$ cat config.mk
export PLATFORM = sky130hd
export DESIGN_NAME = mdio_phy_responder_flat
export DESIGN_NICKNAME = d
export VERILOG_FILES = /design/src/rtl/mdio_pkg.sv /design/src/rtl/mdio_phy_responder_if.sv /design/src/rtl/mdio_edge_sync.sv /design/src/rtl/mdio_phy_responder.sv /design/src/flat_wrapper.sv
export SDC_FILE = /design/constraint.sdc
export NUM_CORES = 1
export LEC_CHECK = 0
export ABC_AREA = 1
export BUFFER_PORTS_ARGS = -buffer_cell sky130_fd_sc_hd__buf_2
export CORE_MARGIN = 3
export CORE_UTILIZATION = 40
export DETAILED_ROUTE_END_ITERATION = 16
export PLACE_DENSITY = 0.63
export SLEW_MARGIN = 10
export SYNTH_ARGS = -nofsm -noshare
export SYNTH_HDL_FRONTEND = slang
export SYNTH_HIERARCHICAL = 1
export SYNTH_SLANG_ARGS = --single-unit
$ cat constraint.sdc
create_clock -name aclk -period 9.1 [get_ports aclk]
set_input_delay 1.365 -clock aclk [delete_from_list [all_inputs] [get_ports aclk]]
set_output_delay 1.365 -clock aclk [all_outputs]
set_load 0.01 [all_outputs]
$ cat src/rtl/mdio_pkg.sv
// Shared MDIO responder types: FSM states, opcodes, register indices and reset values.
// Latency: n/a (declarations only).
// Backpressure: n/a.
package mdio_pkg;

    typedef enum logic [2:0] {
        S_PRE,
        S_ST,
        S_OP,
        S_PHYAD,
        S_REGAD,
        S_TA,
        S_RDATA,
        S_WDATA
    } mdio_state_e;

    localparam logic [1:0]  OP_READ   = 2'b10;
    localparam logic [1:0]  OP_WRITE  = 2'b01;

    localparam logic [4:0]  REG_CTRL  = 5'd0;
    localparam logic [4:0]  REG_STAT  = 5'd1;
    localparam logic [4:0]  REG_ID1   = 5'd2;
    localparam logic [4:0]  REG_ID2   = 5'd3;
    localparam logic [4:0]  REG_ANAR  = 5'd4;
    localparam logic [4:0]  REG_USR5  = 5'd5;
    localparam logic [4:0]  REG_USR6  = 5'd6;
    localparam logic [4:0]  REG_USR7  = 5'd7;

    localparam logic [15:0] DEF_CTRL  = 16'h3100;
    localparam logic [15:0] DEF_ANAR  = 16'h01E1;
    localparam logic [15:0] DEF_USR   = 16'h0000;
    localparam logic [15:0] STAT_BASE = 16'h7809;

    // Preamble length in bits; the counter saturates here.
    localparam logic [5:0]  PRE_LEN   = 6'd32;
    // Number of read data bits driven before the line is released.
    localparam logic [4:0]  DATA_BITS = 5'd16;

endpackage

$ cat src/rtl/mdio_phy_responder_if.sv
// MDIO line bundle between station/line model (master) and PHY responder (slave).
// Latency: n/a (wires only).
// Backpressure: none; the station paces every bit with mdc.
interface mdio_phy_responder_if;
    logic mdc;
    logic mdio_i;
    logic mdio_o;
    logic mdio_t;

    modport master (output mdc, output mdio_i, input mdio_o, input mdio_t);
    modport slave  (input mdc, input mdio_i, output mdio_o, output mdio_t);
endinterface

$ cat src/rtl/mdio_edge_sync.sv
// Brings mdc/mdio into the aclk domain and strobes mdc rising/falling edges.
// Latency: 2 aclk to synchronized value, strobe on the 3rd aclk after an mdc edge.
// Backpressure: none; strobes are single-cycle pulses.
module mdio_edge_sync (
    input  logic aclk,
    input  logic areset,
    input  logic i_mdc,
    input  logic i_mdio,
    output logic o_mdc_rise,
    output logic o_mdc_fall,
    output logic o_mdio
);
    logic [1:0] r_mdc_sync;
    logic [1:0] r_mdio_sync;
    logic       r_mdc_prev;

    // Matched 2-flop chains keep mdio aligned with mdc; prev flop feeds edge detect.
    always_ff @(posedge aclk or posedge areset) begin
        if (areset) begin
            r_mdc_sync  <= 2'b00;
            r_mdio_sync <= 2'b00;
            r_mdc_prev  <= 1'b0;
        end else begin
            r_mdc_sync  <= {r_mdc_sync[0], i_mdc};
            r_mdio_sync <= {r_mdio_sync[0], i_mdio};
            r_mdc_prev  <= r_mdc_sync[1];
        end
    end

    assign o_mdc_rise = r_mdc_sync[1] & ~r_mdc_prev;
    assign o_mdc_fall = ~r_mdc_sync[1] & r_mdc_prev;
    assign o_mdio     = r_mdio_sync[1];
endmodule

$ cat src/rtl/mdio_phy_responder.sv
// Clause-22 MDIO PHY responder: frame FSM plus a small management register file.
// Latency: read data driven on the synchronized mdc fall (~3 aclk after mdc falls); writes commit on the 16th data sample.
// Backpressure: none; the station owns timing, a static mdc simply freezes the FSM.
module mdio_phy_responder
    import mdio_pkg::*;
#(
    parameter logic [4:0]  PHY_ADDR = 5'd1,
    parameter logic [15:0] PHY_ID1  = 16'h0022,
    parameter logic [15:0] PHY_ID2  = 16'h1560
) (
    input  logic                  aclk,
    input  logic                  areset,
    mdio_phy_responder_if.slave   mdio_bus,
    input  logic                  link_up,
    output logic [15:0]           ctrl_reg
);
    logic        w_rise, w_fall, w_bit;

    mdio_state_e r_state,   w_state_nxt;
    logic [5:0]  r_pre_cnt, w_pre_cnt_nxt;
    logic [4:0]  r_bit_cnt, w_bit_cnt_nxt;
    logic [14:0] r_shift,   w_shift_nxt;
    logic        r_is_read, w_is_read_nxt;
    logic        r_match,   w_match_nxt;
    logic [4:0]  r_regad,   w_regad_nxt;
    logic [15:0] r_rdata,   w_rdata_nxt;
    logic        r_mdio_o,  w_mdio_o_nxt;
    logic        r_mdio_t,  w_mdio_t_nxt;
    logic [15:0] w_shift_in;
    logic [15:0] w_rd_mux;
    logic        w_commit;
    logic [15:0] w_wdata;

    logic [15:0] r_reg0, r_reg4, r_reg5, r_reg6, r_reg7;

    mdio_edge_sync u_sync (
        .aclk       (aclk),
        .areset     (areset),
        .i_mdc      (mdio_bus.mdc),
        .i_mdio     (mdio_bus.mdio_i),
        .o_mdc_rise (w_rise),
        .o_mdc_fall (w_fall),
        .o_mdio     (w_bit)
    );

    // Incoming bit appended to the running shift; low bits give the field just completed.
    assign w_shift_in = {r_shift, w_bit};

    // Read mux addressed by the REGAD value completing on this sample.
    always_comb begin
        w_rd_mux = 16'h0000;
        case (w_shift_in[4:0])
            REG_CTRL: w_rd_mux = r_reg0;
            REG_STAT: w_rd_mux = STAT_BASE | {13'd0, link_up, 2'b00};
            REG_ID1:  w_rd_mux = PHY_ID1;
            REG_ID2:  w_rd_mux = PHY_ID2;
            REG_ANAR: w_rd_mux = r_reg4;
            REG_USR5: w_rd_mux = r_reg5;
            REG_USR6: w_rd_mux = r_reg6;
            REG_USR7: w_rd_mux = r_reg7;
            default:  w_rd_mux = 16'h0000;
        endcase
    end

    // FSM and datapath state register.
    always_ff @(posedge aclk or posedge areset) begin
        if (areset) begin
            r_state   <= S_PRE;
            r_pre_cnt <= 6'd0;
            r_bit_cnt <= 5'd0;
            r_shift   <= 15'd0;
            r_is_read <= 1'b0;
            r_match   <= 1'b0;
            r_regad   <= 5'd0;
            r_rdata   <= 16'h0000;
            r_mdio_o  <= 1'b0;
            r_mdio_t  <= 1'b1;
        end else begin
            r_state   <= w_state_nxt;
            r_pre_cnt <= w_pre_cnt_nxt;
            r_bit_cnt <= w_bit_cnt_nxt;
            r_shift   <= w_shift_nxt;
            r_is_read <= w_is_read_nxt;
            r_match   <= w_match_nxt;
            r_regad   <= w_regad_nxt;
            r_rdata   <= w_rdata_nxt;
            r_mdio_o  <= w_mdio_o_nxt;
            r_mdio_t  <= w_mdio_t_nxt;
        end
    end

    // Frame decode: sample on mdc rise, change the drive only on mdc fall.
    always_comb begin
        w_state_nxt   = r_state;
        w_pre_cnt_nxt = r_pre_cnt;
        w_bit_cnt_nxt = r_bit_cnt;
        w_shift_nxt   = r_shift;
        w_is_read_nxt = r_is_read;
        w_match_nxt   = r_match;
        w_regad_nxt   = r_regad;
        w_rdata_nxt   = r_rdata;
        w_mdio_o_nxt  = r_mdio_o;
        w_mdio_t_nxt  = r_mdio_t;
        w_commit      = 1'b0;
        w_wdata       = w_shift_in;
        case (r_state)
            S_PRE: if (w_rise) begin
                if (w_bit) begin
                    if (r_pre_cnt != PRE_LEN) w_pre_cnt_nxt = r_pre_cnt + 6'd1;
                end else begin
                    // The 0 that ends a full preamble is also the first start bit.
                    if (r_pre_cnt == PRE_LEN) w_state_nxt = S_ST;
                    w_pre_cnt_nxt = 6'd0;
                end
            end
            S_ST: if (w_rise) begin
                w_bit_cnt_nxt = 5'd0;
                w_state_nxt   = w_bit ? S_OP : S_PRE;
            end
            S_OP: if (w_rise) begin
                w_shift_nxt   = w_shift_in[14:0];
                w_bit_cnt_nxt = r_bit_cnt + 5'd1;
                if (r_bit_cnt == 5'd1) begin
                    w_bit_cnt_nxt = 5'd0;
                    if (w_shift_in[1:0] == OP_READ) begin
                        w_is_read_nxt = 1'b1;
                        w_state_nxt   = S_PHYAD;
                    end else if (w_shift_in[1:0] == OP_WRITE) begin
                        w_is_read_nxt = 1'b0;
                        w_state_nxt   = S_PHYAD;
                    end else begin
                        w_state_nxt   = S_PRE;
                    end
                end
            end
            S_PHYAD: if (w_rise) begin
                w_shift_nxt   = w_shift_in[14:0];
                w_bit_cnt_nxt = r_bit_cnt + 5'd1;
                if (r_bit_cnt == 5'd4) begin
                    w_bit_cnt_nxt = 5'd0;
                    w_match_nxt   = (w_shift_in[4:0] == PHY_ADDR);
                    w_state_nxt   = S_REGAD;
                end
            end
            S_REGAD: if (w_rise) begin
                w_shift_nxt   = w_shift_in[14:0];
                w_bit_cnt_nxt = r_bit_cnt + 5'd1;
                if (r_bit_cnt == 5'd4) begin
                    w_bit_cnt_nxt = 5'd0;
                    w_regad_nxt   = w_shift_in[4:0];
                    w_rdata_nxt   = w_rd_mux;
                    w_state_nxt   = S_TA;
                end
            end
            S_TA: begin
                if (w_rise) begin
                    w_bit_cnt_nxt = r_bit_cnt + 5'd1;
                    if (r_bit_cnt == 5'd1) begin
                        w_bit_cnt_nxt = 5'd0;
                        w_state_nxt   = r_is_read ? S_RDATA : S_WDATA;
                    end
                end else if (w_fall && r_bit_cnt == 5'd1 && r_is_read && r_match) begin
                    // Second turnaround bit: PHY takes the line and drives 0.
                    w_mdio_o_nxt = 1'b0;
                    w_mdio_t_nxt = 1'b0;
                end
            end
            S_RDATA: if (w_fall) begin
                if (r_bit_cnt == DATA_BITS) begin
                    w_mdio_o_nxt  = 1'b0;
                    w_mdio_t_nxt  = 1'b1;
                    w_bit_cnt_nxt = 5'd0;
                    w_pre_cnt_nxt = 6'd0;
                    w_state_nxt   = S_PRE;
                end else begin
                    if (r_match) begin
                        w_mdio_o_nxt = r_rdata[15];
                        w_mdio_t_nxt = 1'b0;
                    end
                    w_rdata_nxt   = r_rdata << 1;
                    w_bit_cnt_nxt = r_bit_cnt + 5'd1;
                end
            end
            S_WDATA: if (w_rise) begin
                w_shift_nxt   = w_shift_in[14:0];
                w_bit_cnt_nxt = r_bit_cnt + 5'd1;
                if (r_bit_cnt == 5'd15) begin
                    w_commit      = r_match;
                    w_bit_cnt_nxt = 5'd0;
                    w_pre_cnt_nxt = 6'd0;
                    w_state_nxt   = S_PRE;
                end
            end
            default: begin
                w_state_nxt   = S_PRE;
                w_pre_cnt_nxt = 6'd0;
            end
        endcase
    end

    // Register file: RW registers take writes; RO and unmapped writes fall through.
    always_ff @(posedge aclk or posedge areset) begin
        if (areset) begin
            r_reg0 <= DEF_CTRL;
            r_reg4 <= DEF_ANAR;
            r_reg5 <= DEF_USR;
            r_reg6 <= DEF_USR;
            r_reg7 <= DEF_USR;
        end else if (w_commit) begin
            case (r_regad)
                REG_CTRL: begin
                    if (w_wdata[15]) begin
                        // Soft reset is self-clearing: bit 15 never reads back as 1.
                        r_reg0 <= DEF_CTRL;
                        r_reg4 <= DEF_ANAR;
                        r_reg5 <= DEF_USR;
                        r_reg6 <= DEF_USR;
                        r_reg7 <= DEF_USR;
                    end else begin
                        r_reg0 <= {1'b0, w_wdata[14:0]};
                    end
                end
                REG_ANAR: r_reg4 <= w_wdata;
                REG_USR5: r_reg5 <= w_wdata;
                REG_USR6: r_reg6 <= w_wdata;
                REG_USR7: r_reg7 <= w_wdata;
                default:  ;
            endcase
        end
    end

    assign mdio_bus.mdio_o = r_mdio_o;
    assign mdio_bus.mdio_t = r_mdio_t;
    assign ctrl_reg        = r_reg0;
endmodule
$ cat src/flat_wrapper.sv
// flat-port wrapper written by rule: the top's interface ports become plain ports
module mdio_phy_responder_flat import mdio_pkg::*;
#(
    parameter logic [4:0]  PHY_ADDR = 5'd1,
    parameter logic [15:0] PHY_ID1  = 16'h0022,
    parameter logic [15:0] PHY_ID2  = 16'h1560
)
  (aclk, areset, link_up, ctrl_reg, mdio_bus_mdc, mdio_bus_mdio_i, mdio_bus_mdio_o, mdio_bus_mdio_t);
  mdio_phy_responder_if mdio_bus_i ();
  input  logic aclk;
  input  logic areset;
  input  logic link_up;
  output logic [15:0] ctrl_reg;
  input wire logic [$bits(mdio_bus_i.mdc)-1:0] mdio_bus_mdc;
  input wire logic [$bits(mdio_bus_i.mdio_i)-1:0] mdio_bus_mdio_i;
  output wire logic [$bits(mdio_bus_i.mdio_o)-1:0] mdio_bus_mdio_o;
  output wire logic [$bits(mdio_bus_i.mdio_t)-1:0] mdio_bus_mdio_t;
  assign mdio_bus_i.mdc = mdio_bus_mdc;
  assign mdio_bus_i.mdio_i = mdio_bus_mdio_i;
  assign mdio_bus_mdio_o = mdio_bus_i.mdio_o;
  assign mdio_bus_mdio_t = mdio_bus_i.mdio_t;
  mdio_phy_responder #(.PHY_ADDR(PHY_ADDR), .PHY_ID1(PHY_ID1), .PHY_ID2(PHY_ID2)) u_core (.aclk(aclk), .areset(areset), .mdio_bus(mdio_bus_i), .link_up(link_up), .ctrl_reg(ctrl_reg));
endmodule
== Word-level counts from Yosys, hierarchy flattened ==
Index checks and enable logic that the tools add are counted.
Widths: inputs -> output; s select.

* Register bits: 139
* Input bits: 5
* Output and inout bits: 18
* Logic and storage cells: 173

* Add/subtract/negate cells: 2
* Equal/unequal tests: 50
* Multiplexer cells: 67
* Bitwise gates (word level): 4
* Reduce and logical (&&, ||, !) cells: 32

{| class="wikitable"
|+ Operator list
! kind !! number
|-
| $pmux 16 s2 || 5
|-
| $pmux 16 s8 || 1
|-
| $mux 16 || 6
|-
| $mux 3 || 17
|-
| $eq 5x3->1 const B || 9
|-
| $mux 5 || 9
|-
| $mux 6 || 7
|-
| $pmux 5 s5 || 1
|-
| $ne 2x1->1 const B || 12
|-
| $pmux 3 s8 || 1
|-
| $ne 2x2->1 const B || 10
|-
| $pmux 6 s3 || 1
|-
| $reduce_and 3->1 || 6
|-
| $reduce_and 16->1 || 1
|-
| $mux 15 || 1
|-
| $mux 1 || 14
|-
| $reduce_bool 2->1 || 7
|-
| $eq 3x3->1 const B || 4
|-
| $eq 5x1->1 const B || 2
|-
| $eq 5x2->1 const B || 2
|-
| $logic_not 5->1 || 2
|-
| $reduce_and 5->1 || 2
|-
| $reduce_and 7->1 || 1
|-
| $add 6x1->6 const B || 1
|-
| other kinds (24) || 33
|}

== Logic depth before layout (Yosys ltp) ==
Gate-level depths: netlist of the first run.

* Depth in word-level cells: 8
* Gate-level depth with buffers: 12
* Gate-level depth less buffers: 11

== By module ==
The synthesis of the first run kept the hierarchy.

{| class="wikitable"
|+ Modules (own cells, without submodules)
! module !! times used !! cells an instance !! area an instance (um2) !! seq. area each (um2)
|-
| mdio_phy_responder || 1 || 948 || 7028.0 || 3339.5
|-
| mdio_edge_sync || 1 || 10 || 143.9 || 125.1
|}

== Worst setup path after synthesis of the first run ==
No wires, ideal clock.

* Path kind: reg2reg
* Start: reg u_core.u_sync.r_mdio_sync[1]
* End: reg u_core.r_rdata[10]
* Setup time: 0.065 ns
* Arrival: 1.950 ns
* Required time: 9.035 ns
* Setup slack: 7.085 ns
* Cell stages (with the launch flop): 13
* Path buffers: 2
* Period minus slack after synthesis: 2.015 ns
* Path through: dfrtp_1 inv_1 clkbuf_1 ha_1 inv_1 nor2_1 clkbuf_1 nand2_1 o21ai_0 inv_1 nand2_1 nand3_1 nand2_1

* Longest elaborated chain between the ends: 5
* Elaborated cells on any way between the ends: 12
* Classes of those cells: 7 x eq/ne; 4 x mux; 1 x reduce/logical

{| class="wikitable"
|+ RTL lines
! element !! line !! RTL
|-
| start, declared || mdio_edge_sync.sv:14 || <nowiki>logic [1:0] r_mdio_sync;</nowiki>
|-
| start signal, assigned || mdio_edge_sync.sv:25 || <nowiki>r_mdio_sync <= {r_mdio_sync[0], i_mdio};</nowiki>
|-
| $eq 5x3->1, or another cell as far along || mdio_phy_responder.sv:52 || <nowiki>case (w_shift_in[4:0])</nowiki>
|-
| $pmux 16 s8 (*) || mdio_phy_responder.sv:52 ||
|-
| $mux 16 (*) || mdio_phy_responder.sv:148 || <nowiki>if (r_bit_cnt == 5'd4) begin</nowiki>
|-
| $mux 16 (*) || mdio_phy_responder.sv:145 || <nowiki>S_REGAD: if (w_rise) begin</nowiki>
|-
| $pmux 16 s2 (*) || mdio_phy_responder.sv:106 || <nowiki>case (r_state)</nowiki>
|-
| end signal, assigned || mdio_phy_responder.sv:86 || <nowiki>r_rdata <= w_rdata_nxt;</nowiki>
|-
| end, declared || mdio_phy_responder.sv:26 || <nowiki>logic [15:0] r_rdata, w_rdata_nxt;</nowiki>
|}

Every way passes the cells marked *; elsewhere a longest branch is shown, timed or not. The select of a mux whose other input is x is not followed.
A chain may end at the register's enable or synchronous reset.

== Worst setup path in the final report of the first run ==
* Start: reg u_core.u_sync.r_mdio_sync[1]
* End: reg u_core.r_rdata[0]

Same word-level chain as after synthesis.

==> results.cfg, run 1 <==
[synthesis]
synth_ff_type = dfrtp_1
synthXorXnorAreaFrac_pct = 0.122
yosys.area_share.simple_pct = 32.2
async_flop_share_pct = 100
syn-cell-area_um2 = 7170
syn_avg_cell_area_um2 = 7.49
synth_edf_count = 0
synth_area_leaders = dfrtp_1 45%, nand2_1 19%, nand3_1 6.6%, inv_1 4.9%, o21ai_0 4.8%
synthMuxAreaShare_pct = 0
yosys-top-cells-count = 356 x nand2_1, 129 x dfrtp_1, 94 x nand3_1, 93 x inv_1, 70 x nor2_1
syn_inst = 958
synthAdderAreaFrac_pct = 1.92
syn-num-nets = 974
seq_area_frac_synth_pct = 48.3
synth_most_common_cell = nand2_1
synth_top_area_share_pct = 45.0
synth_cell_types = 33
synth_compound_area_share_pct = 9.49
ys_warn_count = 6
ys_seq_elements = 138
synth_top_family_by_area = simple AND/OR/NAND/NOR gates
synth_top_area_cell = dfrtp_1

[clock_network]
cts_resized = 0
h-tree-depth = 4
cts_setup_buffers = 0
cts-root-buf = clkbuf_16
clk_pin_slew_worst_paths_ns = 0.06
cts_tree = built
insertion_delay_ns = 0.43
numCtsBuffers = 17
hold_buffers = 0
clock_path_buffers = 2
numClockSinks = 138

[detailed_routing]
drt_iter0_drc = 582
drc = 0
wl_um = 19100
via_count = 6186
met2_length_um = 8330
wl_met3_um = 1390
viasPerCell = 5.14
drt-pass1-iter-count = 5
highest-signal-layer = met4
wl_met1_um = 8920
wire_per_inst_um = 15.9
drt.antenna.violating_nets = 0

[timing]
setup_viol = 0
hold_violations = 0
fmax_ghz = 0.344
hold_ws_ns = 0.348
min_period_ns = 2.91
grt_setup_unrepaired = no
worst_pin_slew_ns = 1.15
slew_headroom_pct = 23.0
skew_ns = 0.0167
min_period_over_period_pct = 32.0
setup_tns_ns = 0
slew_violations = 0

[final_layout]
syn_to_final_growth_pct = 10.9
drive_above_1_share_pct = 10.4
nets = 982
fill_cells = 1775
num_antenna_cells = 0

[place]
io_buffer_count = 21
gp_congestion = 0.825
dp_hpwl_um = 12300

[global_routing]
grt_antenna_before_repair = 0
grt_start_max_net_pins = 75
grt_usage_pct = 20.1
grt_first_pass_wirelength_um = 31000
grt_overflow_total = 0
grt_pass1_vias = 5723

[setup_path]
critPathMaxFanout = 16
path_buf_inv = 2
cp.required_ns = 9.45
start_kind = register
worst_path_largest_cell_delay_ns = 0.65
slowest_stage = nor2_1
worstSetupPathType = register to register
cp_cell_sequence = inv_1 -> ha_1 -> inv_1 -> nor2_1 -> nor2_1 -> a21oi_2 -> nand3_1 -> o21ai_1
cpLargestDelayFamily = simple AND/OR/NAND/NOR gates
worstSetupEndpointType = register
arrival_ns = 3.26

[die]
die_w_um = 140
fp.dieArea_um2 = 19600
rows = 48
ioPinCount = 23
initial_core_util_pct = 41.2
fp.dieH_um = 140
core_um2 = 17400

[status]
status = completed

[pwr]
p_leak_nw = 3.98
vdd_ir_drop_max_uv = 138
p_per_area_nw_per_um2 = 165

[min_path]
hp-class = register to register

[job]
drv_cap = 0
-- layout by cell type, fill, tap and decap left out, types with 5 or more instances in the layout --
cell type and count:
nand2_1 356, nand3_1 94, o21ai_0 69, clkbuf_16 17
dfstp_2 9, clkinv_4 5, nand4_1 10, inv_6 5
dfrtp_1 129, inv_1 92, a21oi_1 11, o21ai_2 14
buf_2 21, nor2_1 70, o21ai_1 22, ha_1 11
nor2_2 8
-- area by class of cell --
cell class / count / area [um2] / share of cell area (%)
Sequential cell: 138 / 3460 / 43.6
Multi-Input combinational cell: 689 / 3140 / 39.5
Clock buffer: 20 / 467 / 5.87
Inverter: 96 / 365 / 4.59
Tap cell: 225 / 282 / 3.54
Timing Repair Buffer: 24 / 128 / 1.60
Clock inverter: 12 / 105 / 1.32
-- routing by layer --
metal | GRT usage, % | up-vias
li1 | - | 3051
met1 | 28.6 | 2912
met2 | 29.8 | 190
met3 | 4.75 | 33
met4 | 7.85 | 0
met5 | 0 | -
-- stage by stage --
step / area, um2 / setup WS (ns) / std cells / power [mW] / util (%)
after floorplan: 7170 / 4.20 / 958 / 0.654 / -
after global placement: 7380 / 6.17 / 1172 / 0.665 / 42.4
after detailed placement: 7380 / 6.20 / 1172 / 0.665 / 42.4
after CTS: 7950 / 6.17 / 1204 / 1.32 / 45.7
after global routing: 7950 / 5.84 / 1204 / 1.36 / 45.7
final: 7950 / 6.19 / 1204 / 1.31 / 45.7
-- worst paths after layout --
kind / from / endpoint / slack [ns] / depth (start not counted)
setup / recovery: u_core/u_sync/r_mdio_sync[1] / u_core/r_rdata[0] / 6.19 / 8
hold / removal: u_core/u_sync/r_mdio_sync[0] / u_core/u_sync/r_mdio_sync[1] / 0.35 / 0
setup reg to reg: u_core/u_sync/r_mdio_sync[1] / u_core/r_rdata[0] / 6.19 / 8
hold reg to reg: u_core/u_sync/r_mdio_sync[0] / u_core/u_sync/r_mdio_sync[1] / 0.35 / 0
max in group asynchronous: areset / u_core/r_rdata[12] / 6.74 / 3
min in group asynchronous: areset / u_core/u_sync/r_mdc_prev / 0.87 / 2
-- power by group --
| group | switching [mW] | internal (mW) | total, mW |
|---|---|---|---|
| Clock | 0.281 | 0.377 | 0.658 |
| Sequential | 0.00404 | 0.617 | 0.621 |
| Combinational | 0.0259 | 0.00653 | 0.0324 |
| Total | 0.311 | 1.00 | 1.31 |
-- logic make-up (layout without fill, tap and decap cells) --
kind of cell / count (synthesis) / after routing
simple gates: 554 / 554
flops: 138 / 138
buf+inv: 131 / 152
compound gates: 122 / 122
fa+ha+maj: 11 / 11
other cells: 1 / 1
xor+xnor: 1 / 1
Power figures use the tool's default switching activity.
==> inputs of run 2 (changes only) <==
==> constraint.sdc (replaced) <==
create_clock -name aclk -period 2.8 [get_ports aclk]
set_input_delay 0.42 -clock aclk [delete_from_list [all_inputs] [get_ports aclk]]
set_output_delay 0.42 -clock aclk [all_outputs]
set_load 0.01 [all_outputs]
==> run 2 against run 1 <==
Total power grew to 3.5 times the previous value. Non-clock buffer count is 22 higher. Register-to-register slack worse by 5.8 ns. Die area stayed put. Combinational power grew to 3.6 times the previous value. Sequential share of layout area is 1.4 points lower. Clock-buffer cell count stayed put. Core utilization is 1.5 points higher. Largest power group unchanged. Sequential power grew to 3.3 times the previous value. Design area is 3.2% higher. Global-route usage is 0.17 points higher.
==> results.cfg, run 2 (same netlist as run 1, synthesis figures left out) <==
[final_layout]
multi_input_area_um2 = 3140
final_core_util_pct = 47.1
final_cell_mix = 356 x nand2_1, 129 x dfrtp_1, 94 x nand3_1, 92 x inv_1, 70 x nor2_1
num_antenna_cells = 0
syn_to_final_growth_pct = 14.4
regArea_um2 = 3460
fill_cells = 1749
drive_above_1_share_pct = 12.1
nets = 1004
final_common_cell = nand2_1

[timing]
setup_tns_ns = 0
min_period_ns = 2.39
hold_violations = 0
worst_pin_slew_ns = 0.786
slew_headroom_pct = 47.6
fmax_ghz = 0.419
skew_ns = 0.0129
grt_setup_unrepaired = no
slew_violations = 0
setup_viol = 0
min_period_over_period_pct = 85.3

[detailed_routing]
drt_iter0_drc = 518
drt.antenna.violating_nets = 0
wire_per_inst_um = 15.6
wl_um = 19100
drc = 0
via_count = 6258
viasPerCell = 5.10
drt-pass1-iter-count = 5

[global_routing]
grt_antenna_before_repair = 0
grt_pass1_vias = 5996
grt_start_max_net_pins = 60
grt_overflow_total = 0
grt_first_pass_wirelength_um = 31600
grt_usage_pct = 20.3

[clock_network]
clock_path_buffers = 2
insertion_delay_ns = 0.42
cts_resized = 0
numCtsBuffers = 17
clk_pin_slew_worst_paths_ns = 0.07
cts-root-buf = clkbuf_16
numClockSinks = 138
h-tree-depth = 4
cts_tree = built

[die]
die_w_um = 140
fp.dieArea_um2 = 19600
rows = 48
ioPinCount = 23
initial_core_util_pct = 41.2
fp.dieH_um = 140
core_um2 = 17400

[place]
io_buffer_count = 21
gp_congestion = 0.863
dp_hpwl_um = 13200

[status]
status = completed

[setup_path]
worstSetupEndpointType = register
start_kind = register
critPathMaxFanout = 16
cp.required_ns = 3.11
arrival_ns = 2.70
worstSetupPathType = register to register

[min_path]
hp-class = primary input to register

[pwr]
vdd_ir_drop_max_uv = 392
p_leak_nw = 4.12
p_per_area_nw_per_um2 = 557

[job]
drv_cap = 0
-- run 2: cell types whose count changed in the layout (fill, tap and decap cells not counted) --
cell and change:
buf_12 +2, buf_4 +19, bufinv_16 +4, clkbuf_1 +2, clkbuf_8 -2, clkinv_4 -2, dlygate4sd3_1 +1, inv_6 -1
inv_8 -1
-- run 2: final timing paths --
path                                                   start                      endpoint  slack [ns]  cells after the start
worst max-delay path                     u_core/r_bit_cnt[0]             u_core/r_reg7[14]        0.41                      9
worst max register to register           u_core/r_bit_cnt[0]             u_core/r_reg7[14]        0.41                      9
worst min register to register  u_core/u_sync/r_mdio_sync[0]  u_core/u_sync/r_mdio_sync[1]        0.35                      0
worst min-delay path                         mdio_bus_mdio_i  u_core/u_sync/r_mdio_sync[0]        0.10                      1
min in group asynchronous                             areset  u_core/u_sync/r_mdio_sync[1]        0.47                      3
max in group asynchronous                             areset              u_core/r_reg4[6]        1.53                      4
-- run 2: area by class of cell --
cell class / count / share of cell area [%]
clock inverters: 12 / 2.30
multi-input cells: 689 / 38.3
clock buffers: 20 / 5.44
flip-flops and latches: 138 / 42.2
well taps: 225 / 3.43
repair buffers: 46 / 3.90
inverters: 96 / 4.44
-- run 2: through the flow --
step | area, um2 | std cells | hold slack, ns | setup slack (ns) | power [mW]
after global routing | 8210 | 1226 | 0.0909 | 0.241 | 4.73
final | 8210 | 1226 | 0.102 | 0.411 | 4.57
after global placement | 7560 | 1193 | 0.332 | 0.552 | 2.17
after floorplan | 7180 | 958 | 0.199 | 0.736 | 2.13
after CTS | 8210 | 1226 | 0.0841 | 0.440 | 4.63
after detailed placement | 7560 | 1193 | 0.339 | 0.485 | 2.17
-- run 2: routing by layer --
layer / vias up / routed length (um) / GRT usage, %
li1: 3091 / - / -
met1: 2946 / 9030 / 28.7
met2: 194 / 8640 / 31.7
met3: 27 / 1090 / 3.89
met4: 0 / 340 / 6.32
met5: - / 0 / 0
-- run 2: what timing repair did --
item                                   CTS  global route
hold buffers                             1             0
endpoints found under the hold margin    5             0
buffers inserted                         0             0
-- run 2: power breakdown --
| part | total, mW | switching (mW) | internal [mW] |
|---|---|---|---|
| Combinational | 0.118 | 0.0871 | 0.0310 |
| Sequential | 2.02 | 0.0136 | 2.00 |
| Clock | 2.43 | 0.904 | 1.53 |
-- run 2: worst max-delay path, stage by stage (launching register included) --
cell and delay, ns:
dfrtp_1 0.41, ha_1 0.19, nand2_1 0.07, nor2_1 0.14, ha_1 0.21, nand3_1 0.12
nor2_4 0.22, nand2_2 0.09, or2_1 0.51, o21ai_0 0.33
==> inputs of run 3 (changes only) <==
--- a/config.mk
+++ b/config.mk
@@ -5,7 +5,6 @@
 export SDC_FILE = /design/constraint.sdc
 export NUM_CORES = 1
 export LEC_CHECK = 0
-export ABC_AREA = 1
 export BUFFER_PORTS_ARGS = -buffer_cell sky130_fd_sc_hd__buf_2
 export CORE_MARGIN = 3
 export CORE_UTILIZATION = 40
==> constraint.sdc (replaced) <==
create_clock -name aclk -period 3 [get_ports aclk]
set_input_delay 0.45 -clock aclk [delete_from_list [all_inputs] [get_ports aclk]]
set_output_delay 0.45 -clock aclk [all_outputs]
set_load 0.01 [all_outputs]
==> run 3 against run 2 <==
Flip-flop and latch count stayed put. Sequential share of layout area is 2.2 points higher. Synthesized cell count is 30% lower. First-iteration DRC count is 18% higher. Sequential power is 7% lower. Highest routed layer unchanged.
==> results.cfg, run 3 <==
[clock_network]
h-tree-depth = 4
cts_tree = built
clock_path_buffers = 2
cts_resized = 0
numCtsBuffers = 17
cts-root-buf = clkbuf_16
clk_pin_slew_worst_paths_ns = 0.06
insertion_delay_ns = 0.42
numClockSinks = 138

[detailed_routing]
met2_length_um = 8510
drt_iter0_drc = 610
via_count = 5522
drc = 0
wl_um = 18700
wl_met3_um = 1470
wl_met1_um = 8330
drt.antenna.violating_nets = 0
viasPerCell = 5.98
wire_per_inst_um = 20.2
highest-signal-layer = met4
drt-pass1-iter-count = 7

[global_routing]
grt_overflow_total = 0
grt_usage_pct = 21.2
grt_pass1_vias = 5404
grt_start_max_net_pins = 84
grt_antenna_before_repair = 0
grt_first_pass_wirelength_um = 30000

[synthesis]
synth_top_area_cell = dfrtp_1
async_flop_share_pct = 100
yosys-top-cells-count = 129 x dfrtp_1, 75 x nand2_1, 51 x a22o_1, 48 x o21ai_0, 34 x clkbuf_1
yosys.area_share.simple_pct = 17.1
synth_top_area_share_pct = 47.8
ys_seq_elements = 138
synth_area_leaders = dfrtp_1 48%, a22o_1 6.6%, nand2_1 4.2%, o21ai_0 3.6%, dfstp_2 3.5%
synthMuxAreaShare_pct = 3.87
synth_top_family_by_area = compound AO/OA/AOI/OAI gates
syn-num-nets = 686
syn-cell-area_um2 = 6760
seq_area_frac_synth_pct = 51.3
synthXorXnorAreaFrac_pct = 0.130
synth_ff_type = dfrtp_1
synth_edf_count = 0
synth_cell_types = 64
synth_compound_area_share_pct = 20.3
syn_avg_cell_area_um2 = 10.1
synthAdderAreaFrac_pct = 2.04
synth_most_common_cell = dfrtp_1
ys_warn_count = 6
syn_inst = 670

[setup_path]
cp.required_ns = 3.31
start_kind = register
reg2reg_from = u_core/u_sync/r_mdc_sync[1]
path_buf_inv = 0
worst_path_largest_cell_delay_ns = 0.69
cp_common_cell = or3_1
worstSetupEndpointType = register
critPathMaxFanout = 15
worstSetupPathType = register to register
arrival_ns = 3.03
slowest_stage = or3_1
cp-startpoint = u_core/u_sync/r_mdc_sync[1]
cpLargestDelayFamily = simple AND/OR/NAND/NOR gates
cp_cell_sequence = nor2b_1 -> nand2_1 -> or3_1 -> or3_1 -> a22o_1

[timing]
fmax_ghz = 0.368
min_period_over_period_pct = 90.7
finalWorstSetupSlack_ns = 0.279
min_period_ns = 2.72
hold_violations = 0
hold_ws_ns = 0.133
skew_ns = 0.00548
setup_tns_ns = 0
slew_headroom_pct = 49.4
grt_setup_unrepaired = no
slew_violations = 0
setup_viol = 0
worst_pin_slew_ns = 0.758

[final_layout]
drive_above_1_share_pct = 18.8
final_common_cell = dfrtp_1
syn_to_final_growth_pct = 15.4
regArea_um2 = 3460
multi_input_area_um2 = 2950
nets = 710
final_cells = 923
final_cell_mix = 129 x dfrtp_1, 75 x nand2_1, 51 x a22o_1, 48 x o21ai_0, 33 x buf_4
num_antenna_cells = 0
fill_cells = 1508

[place]
io_buffer_count = 21
gp_congestion = 0.887
dp_slack_ns = 0.318
dp_hpwl_um = 12300
dp.cells = 890

[pwr]
total_power_mw = 4.05
p_leak_nw = 3.50
vdd_ir_drop_max_uv = 436
p_per_area_nw_per_um2 = 519

[min_path]
hp-class = primary input to register
min_from = mdio_bus_mdio_i

[die]
fp.dieArea_um2 = 18500
fp.dieH_um = 136
rows = 46
die_w_um = 136
core_um2 = 16200
ioPinCount = 23
initial_core_util_pct = 41.6

[status]
status = completed

[job]
drv_cap = 0
## run 3: changes by cell type after synthesis, sizes merged, moves of 15 or more
cell | previous run | this run
inv | 96 | 33
a31oi | 0 | 16
a21oi | 12 | 27
nor2 | 81 | 30
o21ai | 105 | 50
nand2 | 360 | 76
clkbuf | 10 | 34
nand3 | 97 | 24
a22o | 0 | 51
mux2 | 0 | 17
## run 3: through the flow
stage                     utilization (%)  area (um2)
after global placement               44.4        7200
after floorplan                         -        6760
final                                48.1        7800
after global routing                 48.1        7800
after detailed placement             44.4        7200
after CTS                            48.1        7800
## run 3: layout make-up
type                       count  share of cell area, %
clock buffer                  23                   6.38
clock inverter                 9                   1.14
inverter                      33                   1.64
multi-input combinational    447                   37.8
sequential                   138                   44.4
tap                          216                   3.46
timing repair buffer          57                   5.16
## run 3: repair_timing
action / CTS / global route
hold buffers: 1 / 0
endpoints found under the hold margin: 5 / 0
buffers inserted: 0 / 0
## run 3: logic make-up after synthesis
logic type	Yosys count
AO/OA/AOI/OAI	194
XOR/XNOR	1
adder cells (fa/ha/maj)	11
buffers and inverters	85
flip-flops	138
multiplexers	24
other	1
AND/OR/NAND/NOR	216
## run 3: worst paths after layout
check / cells after the start / slack, ns / end
min reg2reg: 0 / 0.35 / u_core/u_sync/r_mdio_sync[1]
max: 5 / 0.28 / u_core/r_reg6[7]
max reg2reg: 5 / 0.28 / u_core/r_reg6[7]
max in group asynchronous: 4 / 1.89 / u_core/ctrl_reg[12]
min: 1 / 0.13 / u_core/u_sync/r_mdio_sync[0]
min in group asynchronous: 3 / 0.50 / u_core/u_sync/r_mdio_sync[0]
## run 3: metal layers
metal  GRT usage, %  vias up
met3           5.51       37
li1               -     2493
met5              0        -
met1           29.7     2746
met4           7.11        0
met2           32.0      246
## run 3: report_power, final
part           internal (mW)  leakage, nW  switching, mW
Clock                   1.25        0.282          0.796
Combinational         0.0349         1.34         0.0845
Sequential              1.87         1.88        0.00683
